`config.mk`:
```
export PLATFORM = sky130hd
export DESIGN_NAME = regfile_sb
export DESIGN_NICKNAME = d
export VERILOG_FILES = /design/src/rtl/regfile_pkg.sv /design/src/rtl/regfile_scoreboard.sv /design/src/rtl/regfile_sb.sv
export SDC_FILE = /design/constraint.sdc
export NUM_CORES = 2
export LEC_CHECK = 0
export CORE_ASPECT_RATIO = 0.75
export CORE_MARGIN = 5
export CORE_UTILIZATION = 55
export CTS_BUF_LIST = sky130_fd_sc_hd__clkbuf_4
export DETAILED_ROUTE_END_ITERATION = 10
export PLACE_DENSITY = 0.81
export SLEW_MARGIN = 0
export SYNTH_ARGS = -nofsm -noshare
export SYNTH_HDL_FRONTEND = slang
export SYNTH_SLANG_ARGS = --single-unit
```
`constraint.sdc`:
```
create_clock -name clk -period 4 [get_ports clk]
set_input_delay 0.8 -clock clk [delete_from_list [all_inputs] [get_ports clk]]
set_output_delay 0.8 -clock clk [all_outputs]
set_load 0.005 [all_outputs]
```
`src/rtl/regfile_pkg.sv`:
```
// regfile_pkg: shared defaults and word/address types for the pipelined
// register file (regfile_sb) and its scoreboard.
package regfile_pkg;

    localparam int          XLEN_DEF    = 32;
    localparam int          NREGS_DEF   = 32;
    localparam int          SP_IDX_DEF  = 2;
    localparam logic [31:0] SP_INIT_DEF = 32'h2ffc;
    localparam int          X17_IDX     = 17;
    localparam int          AW_DEF      = $clog2(NREGS_DEF);

    typedef logic [AW_DEF-1:0]   reg_addr_t;
    typedef logic [XLEN_DEF-1:0] xword_t;

endpackage

```
`src/rtl/regfile_scoreboard.sv`:
```
// regfile_scoreboard: per-register busy bits for hazard detection.
// A reservation from decode sets a bit, a writeback clears it, and flush
// squashes all outstanding reservations. Register 0 is never busy.
// Build option: REGFILE_BYPASS_EN makes the per-port busy lookup follow the
// same-cycle writeback, matching the forwarded read data.
module regfile_scoreboard #(
    parameter int NREGS  = 32,
    parameter int NUM_RD = 2,
    parameter int AW     = $clog2(NREGS)
) (
    input  logic               clk,
    input  logic               reset,
    input  logic [NUM_RD*AW-1:0] rd_addr,
    input  logic               wr_en,
    input  logic [AW-1:0]      wr_addr,
    input  logic               rsv_en,
    input  logic [AW-1:0]      rsv_addr,
    input  logic               flush,
    output logic [NUM_RD-1:0]  rd_busy,
    output logic [NREGS-1:0]   busy_vec
);

    logic [NREGS-1:0] busy;
    logic [NREGS-1:0] busy_nxt;

    // Next busy vector: flush or writeback clear first, then a reservation
    // sets, so the newer producer wins over a completing older one.
    always_comb begin
        // NOTE: every combinational output gets a default on entry so no path
        // leaves it unassigned, which would otherwise infer a latch.
        busy_nxt = busy;
        if (flush) begin
            busy_nxt = '0;
        end else if (wr_en) begin
            busy_nxt[wr_addr] = 1'b0;
        end
        if (rsv_en) begin
            busy_nxt[rsv_addr] = 1'b1;
        end
        busy_nxt[0] = 1'b0;
    end

    // Busy register: cleared on reset, otherwise takes the computed next state.
    always_ff @(posedge clk) begin
        // NOTE: state is updated with non-blocking assignments so every flop
        // samples the pre-edge values regardless of statement order.
        if (reset) begin
            busy <= '0;
        end else begin
            busy <= busy_nxt;
        end
    end

    assign busy_vec = busy;

    // Per-port busy lookup, optionally overridden by a same-cycle writeback.
    always_comb begin
        rd_busy = '0;
        for (int k = 0; k < NUM_RD; k++) begin
            rd_busy[k] = busy[rd_addr[k*AW +: AW]];
`ifdef REGFILE_BYPASS_EN
            if (wr_en && (wr_addr != '0) && (rd_addr[k*AW +: AW] == wr_addr)) begin
                rd_busy[k] = rsv_en && (rsv_addr == wr_addr);
            end
`endif
        end
    end

endmodule

```
`src/rtl/regfile_sb.sv`:
```
// regfile_sb: parametrised integer register file with NUM_RD combinational
// read ports, one writeback port, a busy-bit scoreboard and a configurable
// stack-pointer reset value. r0 reads as zero and ignores writes.
// Build option: REGFILE_BYPASS_EN forwards the writeback value to matching
// read ports and to x17 in the same cycle.
module regfile_sb
    import regfile_pkg::*;
#(
    parameter int          XLEN    = XLEN_DEF,
    parameter int          NREGS   = NREGS_DEF,
    parameter int          NUM_RD  = 2,
    parameter int          SP_IDX  = SP_IDX_DEF,
    parameter logic [31:0] SP_INIT = SP_INIT_DEF,
    localparam int         AW      = $clog2(NREGS)
) (
    input  logic                   clk,
    input  logic                   reset,
    input  logic [NUM_RD*AW-1:0]   rd_addr,
    output logic [NUM_RD*XLEN-1:0] rd_data,
    output logic [NUM_RD-1:0]      rd_busy,
    input  logic                   wr_en,
    input  logic [AW-1:0]          wr_addr,
    input  logic [XLEN-1:0]        wr_data,
    input  logic                   rsv_en,
    input  logic [AW-1:0]          rsv_addr,
    input  logic                   flush,
    output logic [XLEN-1:0]        x17,
    output logic [NREGS-1:0]       busy_vec
);

    // SP_INIT is given as 32 bits; size it to the register width.
    localparam logic [XLEN-1:0] SP_RESET = XLEN'(SP_INIT);

    logic [XLEN-1:0] regs [NREGS];

`ifdef REGFILE_BYPASS_EN
    logic wr_fwd;
    assign wr_fwd = wr_en && (wr_addr != '0);
`endif

    // Register array: architectural reset values, otherwise writeback (r0 never written).
    always_ff @(posedge clk) begin
        if (reset) begin
            // NOTE: the array is reset explicitly because software relies on
            // zeroed registers and a valid sp, so it is built from flops
            // rather than a reset-less RAM.
            for (int i = 0; i < NREGS; i++) begin
                regs[i] <= (i == SP_IDX) ? SP_RESET : '0;
            end
        end else if (wr_en && (wr_addr != '0)) begin
            regs[wr_addr] <= wr_data;
        end
    end

    // Read muxes: r0 forced to zero, optional same-cycle writeback forwarding.
    always_comb begin
        rd_data = '0;
        for (int k = 0; k < NUM_RD; k++) begin
            if (rd_addr[k*AW +: AW] != '0) begin
                rd_data[k*XLEN +: XLEN] = regs[rd_addr[k*AW +: AW]];
            end
`ifdef REGFILE_BYPASS_EN
            if (wr_fwd && (rd_addr[k*AW +: AW] == wr_addr)) begin
                rd_data[k*XLEN +: XLEN] = wr_data;
            end
`endif
        end
    end

    // x17 tap for ecall/halt detection; absent registers read as zero.
    if (NREGS > X17_IDX) begin : g_x17
        // Direct view of r17, with the same forwarding as the read ports.
        always_comb begin
            x17 = regs[X17_IDX];
`ifdef REGFILE_BYPASS_EN
            if (wr_fwd && (wr_addr == AW'(X17_IDX))) begin
                x17 = wr_data;
            end
`endif
        end
    end else begin : g_no_x17
        assign x17 = '0;
    end

    regfile_scoreboard #(
        .NREGS  (NREGS),
        .NUM_RD (NUM_RD),
        .AW     (AW)
    ) u_scoreboard (
        .clk      (clk),
        .reset    (reset),
        .rd_addr  (rd_addr),
        .wr_en    (wr_en),
        .wr_addr  (wr_addr),
        .rsv_en   (rsv_en),
        .rsv_addr (rsv_addr),
        .flush    (flush),
        .rd_busy  (rd_busy),
        .busy_vec (busy_vec)
    );

endmodule

```
# Yosys cells after proc, flatten, opt, wreduce, memory -nomap -nowiden
# Memories as Yosys holds them, arrays and structs flattened.
# Index checks and enable logic that the tools add are counted.
[totals]
word_cells = 40
ff_bits = 32
mem_count = 1
output_inout_bits = 130
ramBits = 1024
[memory_table]
columns = ["memory", "words", "word_bits", "rd", "rd_ports_with_merged_regs", "write_ports", "line_no", "text"]
rows = [
  ["regs", 32, 32, 3, 0, 32, "regfile_sb.sv:34", "logic [XLEN-1:0] regs [NREGS];"],
]
[op_classes]
bitwise_logic = 3
reduce_logical = 7
n_mux = 21
magnitude_cmp = 6
[ops]
columns = ["operator", "n"]
rows = [
  ["32-bit 2-to-1 mux", 6],
  ["32-bit bitwise AND", 1],
  ["32-bit NOT", 1],
  ["32-bit OR", 1],
  ["32-bit OR reduction", 1],
  ["5-bit by 6-bit < comparator with 1-bit output, second input constant", 4],
  ["5-bit nonzero test", 3],
  ["1-bit binary-select mux with 5-bit select", 2],
  ["1-bit demux with 5-bit select", 2],
  ["5-bit by 1-bit greater-or-equal comparator with 1-bit output, second input constant", 2],
  ["1-bit 2-to-1 mux", 10],
  ["5-bit 2-to-1 mux", 1],
  ["1-bit logical AND", 3],
]

# Logic depth before layout (Yosys ltp)
[logic_depth]
depth_word = 10
mapped_depth = 8
mapped_depth_nobuf = 4

# Hierarchy
# Synthesis repeated with hierarchy kept, for this count alone.
[hier_totals]
hier_cells = 3731
area_unflattened_um2 = 56096.3
[modules_own_cells]
columns = ["module", "n_inst", "cells_each", "seq_area_each_um2", "area_each_um2"]
rows = [
  ["regfile_sb", 1, 3494, 30749.5, 54136.9],
  ["regfile_scoreboard", 1, 237, 620.6, 1959.4],
]

# Least setup slack after synthesis
# Ideal clock, no wire load.
[synth_path]
kind = "input-to-output"
from = "input port rd_addr[6]"
to = "output port rd_busy[1]"
slack_ns = 0.735
required_time_ns = 3.200
arrival_time_ns = 2.465
stages = 6
path_buffers = 3
path_cell_list = "buf_2 -> buf_2 -> buf_2 -> mux4_2 -> mux4_2 -> mux2_2"
[synth_via]
elab_chain_len = 2
[synth_rtl]
columns = ["item", "line_no", "text"]
rows = [
  ["from (decl)", "regfile_sb.sv:18", "input logic [NUM_RD*AW-1:0] rd_addr,"],
  ["1-bit binary-select mux with 5-bit select", "regfile_scoreboard.sv:60", "rd_busy[k] = busy[rd_addr[k*AW +: AW]];"],
  ["1-bit 2-to-1 mux (not written as such)", "regfile_scoreboard.sv:60", ""],
  ["to (decl)", "regfile_sb.sv:20", "output logic [NUM_RD-1:0] rd_busy,"],
]
# No other way between the ends. The select of a mux whose other input is x is not followed.

==> insert_results.sql <==
INSERT INTO impl_metrics (metric_group, metric, value, unit) VALUES
('clock_tree', 'cts.clk_slew.worst_paths', '0.07', 'ns'),
('clock_tree', 'cts-buffers-inserted', '240', ''),
('pwr', 'power_density', '385.4', 'nW/µm²'),
('finish', 'layout.cells.most_common', 'sky130_fd_sc_hd__edfxtp_1', ''),
('finish', 'final_cell_mix', '1024 x sky130_fd_sc_hd__edfxtp_1, 983 x sky130_fd_sc_hd__and2_1, 466 x sky130_fd_sc_hd__mux4_2', ''),
('clock_tree', 'cts.sinks', '1055', ''),
('floorplanning', 'core_footprint', '101400', 'µm²'),
('global_route', 'grt_pass1_vias', '40201', ''),
('pwr', 'totalPowerFinal', '0.02542', 'W'),
('pwr', 'p_switching', '0.006843', 'W'),
('placed_design', 'pre_cts_slack', '-0.2460', 'ns'),
('clock_tree', 'clk_path_buf_depth', '3', ''),
('critical_path', 'worst_path_dominant_cell_family', 'multiplexers', ''),
('route', 'avgViaCountPerCell', '6.872', ''),
('global_route', 'grt_most_used_layer', 'met2', ''),
('route', 'drt_drc_violations_left', '0', ''),
('critical_path', 'cp_max_fo', '2', ''),
('route', 'wire_per_inst', '31.78', 'µm'),
('global_route', 'grt_antenna_before_repair', '17', ''),
('synthesis', 'average_footprint_of_a_synthesized_cell', '14.77', 'µm²'),
('clock_tree', 'maximum_level_of_the_cts_h_tree', '4', ''),
('synthesis', 'syn-instance-count', '3806', ''),
('critical_path', 'cp-start-kind', 'register', ''),
('timing', 'postLayoutSetupSlackWorst', '0.03836', 'ns'),
('synthesis', 'post_synth_main_area_contributors', 'sky130_fd_sc_hd__edfxtp_1 55%, sky130_fd_sc_hd__mux4_2 19%, sky130_fd_sc_hd__and2_1 11%', ''),
('global_route', 'grt-ovfl-total', '0', ''),
('critical_path', 'crit_arrival', '3.16', 'ns'),
('critical_path', 'crit_path_cell_trace', 'mux4_2 -> mux2_2 -> o21ai_1 -> a311oi_2 -> clkdlybuf4s50_1', ''),
('placed_design', 'rd_place_congestion', '0.9860', ''),
('floorplanning', 'num_rows', '101', ''),
('pwr', 'cellInternalPower', '0.01857', 'W'),
('finish', 'layout.core_utilization', '65.07', '%'),
('clock_tree', 'tritoncts', 'yes', ''),
('timing', 'report.final.hold_viol_count', '0', ''),
('critical_path', 'path_buf_inv', '1', ''),
('floorplanning', 'fp.dieW', '379.2', 'µm'),
('timing', 'finalSetupViolCount', '0', ''),
('critical_path', 'worst-endpoint-required', '3.20', 'ns'),
('pwr', 'seq_power_share', '51.3', '%'),
('pwr', 'comb_power_share', '14.8', '%'),
('timing', 'fin_skew', '0', 'ns'),
('finish', 'fraction_of_layout_instances_using_a_drive_strength_above_1', '33.83', '%'),
('floorplanning', 'start_util', '55.47', '%'),
('run', 'max_cap_viol_count', '0', ''),
('timing', 'clock.fmax', '0.2524', 'GHz'),
('critical_path', 'critical_path.max_stage_delay', '0.50', 'ns'),
('global_route', 'use_met3', '12.14', '%'),
('route', 'wirelength', '183800', 'µm'),
('placed_design', 'dp_cells', '5332', ''),
('pwr', 'total_leakage_power', '23.31', 'nW'),
('route', 'drt_iter0_drc', '6496', ''),
('pwr', 'clkPwrFrac', '33.9', '%'),
('synthesis', 'netlist.area_leader.share', '54.70', '%'),
('synthesis', 'synthesis.area', '56210', 'µm²'),
('timing', 'slew-limit-headroom', '15.45', '%'),
('global_route', 'grt_first_pass_wirelength', '266000', 'µm'),
('synthesis', 'seq_area_frac_synth', '55.80', '%'),
('pwr', 'power.switching_fraction', '26.92', '%'),
('route', 'via_count_of_the_routed_design', '39755', ''),
('clock_tree', 'cts-root-buf', 'sky130_fd_sc_hd__clkbuf_4', ''),
('timing', 'maxSlewViolCount', '0', ''),
('placed_design', 'post-dp-hpwl', '119400', 'µm'),
('finish', 'syn2layout_area_growth', '17.31', '%'),
('route', 'ant_nets', '0', ''),
('synthesis', 'synth_cell_types', '37', ''),
('timing', 'post-route-min-period', '3.962', 'ns'),
('route', 'drt-pass1-iter-count', '6', ''),
('floorplanning', 'die_area', '108800', 'µm²'),
('critical_path', 'crit_slowest_cell', 'sky130_fd_sc_hd__mux4_2', ''),
('run_status', 'status', 'finished, final reports clean', ''),
('floorplanning', 'boundaryPins', '187', '');
==> per-layer routing <==
metal  part of all wire [%]  vias to the layer above
met2                     43                     3802
met3                     17                      671
met4                    5.9                        8
met5                  0.033                        -
met1                     34                    19549
li1                       -                    15725
==> area by class of cell <==
type	instances	area (µm²)
Antenna cell	12	30.03
Timing Repair Buffer	592	5809
Fill cell	6900	35400
Multi-Input combinational cell	2357	24060
Inverter	3	13.76
Sequential cell	1055	31370
Tap cell	1339	1675
Clock inverter	75	344.1
Clock buffer	352	2643
==> power by group through the flow <==
stage	clock network (W)	logic [W]	registers, W
finish	0.00861	0.00376	0.0130
global route	0.00923	0.00386	0.0131
CTS	0.00864	0.00364	0.0130
detailed placement	0	0.00353	0.0133
global placement	0	0.00349	0.0132
floorplan	0	0.00192	0.0131
==> flip-flops by register name, indices dropped and copies added (netlist names) <==
register,cells
u_scoreboard.busy_vec,31
regs,1024
==> worst min-delay path: cells and delay by family <==
family / cells / cell delay [ns]
AO/OA/AOI/OAI: 1 / 0.05
buffers and inverters: 1 / 0.45
AND/OR/NAND/NOR: 3 / 0.35
==> cells in the mapped netlist <==
library cell                number
sky130_fd_sc_hd__edfxtp_1     1024
sky130_fd_sc_hd__and2_1        983
sky130_fd_sc_hd__mux4_2        466
sky130_fd_sc_hd__clkbuf_1      317
sky130_fd_sc_hd__mux2i_1       130
sky130_fd_sc_hd__o21ai_0       113
sky130_fd_sc_hd__buf_2          94
sky130_fd_sc_hd__nor2b_1        69
sky130_fd_sc_hd__mux2_2         66
sky130_fd_sc_hd__a211oi_1       64
sky130_fd_sc_hd__a22oi_1        64
sky130_fd_sc_hd__a311oi_1       64
sky130_fd_sc_hd__nand2_1        53
sky130_fd_sc_hd__nor2_1         50
sky130_fd_sc_hd__a221oi_1       49
sky130_fd_sc_hd__dfxtp_1        31
sky130_fd_sc_hd__or2_2          31
sky130_fd_sc_hd__a21oi_1        21
sky130_fd_sc_hd__o211ai_1       21
sky130_fd_sc_hd__o2111ai_1      15
sky130_fd_sc_hd__nand2b_1       13
sky130_fd_sc_hd__or3_1          12
sky130_fd_sc_hd__buf_4          11
sky130_fd_sc_hd__a32oi_1        10
sky130_fd_sc_hd__nand3b_1        7
sky130_fd_sc_hd__nor3b_1         5
sky130_fd_sc_hd__nand3_1         4
sky130_fd_sc_hd__and3b_1         3
sky130_fd_sc_hd__inv_1           3
sky130_fd_sc_hd__or3b_2          3
sky130_fd_sc_hd__and3_1          2
sky130_fd_sc_hd__o2bb2ai_1       2
sky130_fd_sc_hd__or4_1           2
sky130_fd_sc_hd__buf_6           1
sky130_fd_sc_hd__conb_1          1
sky130_fd_sc_hd__nor3_1          1
sky130_fd_sc_hd__or2_1           1
==> repair_timing <==
item | CTS | global route
gates cloned | 0 | 0
buffers inserted | 14 | 1
hold endpoints to repair | 11 | 0
hold buffers | 1 | 0
pin swaps | 26 | 7
setup endpoints to repair | 66 | 14
resized for setup | 252 | 31
==> through the flow <==
step                      instance area [µm²]  setup TNS [ns]
final                                   65950               0
after global routing                    65930       -0.003354
after CTS                               65790         -0.7151
after detailed placement                62120          -1.643
after global placement                  62120          -1.158
after floorplan                         56330               0
==> logic make-up after synthesis <==
family          synth area share (%)
simple gates                   13.38
flops                          55.80
mux                            22.31
buf+inv                        3.141
compound gates                 5.364
other cells                 0.006671
==> worst paths after layout <==
path,start,endpoint,slack (ns),cells after the start
max,regs[6][5]$_SDFFCE_PN0P_,rd_data[37],0.04,5
min,rsv_en,u_scoreboard.busy_vec[6]$_SDFF_PP0_,0.49,5
max reg2reg,u_scoreboard.busy_vec[2]$_SDFF_PP0_,u_scoreboard.busy_vec[2]$_SDFF_PP0_,3.10,2
min reg2reg,u_scoreboard.busy_vec[29]$_SDFF_PP0_,u_scoreboard.busy_vec[29]$_SDFF_PP0_,0.54,2
(Power assumes the default switching activity.)
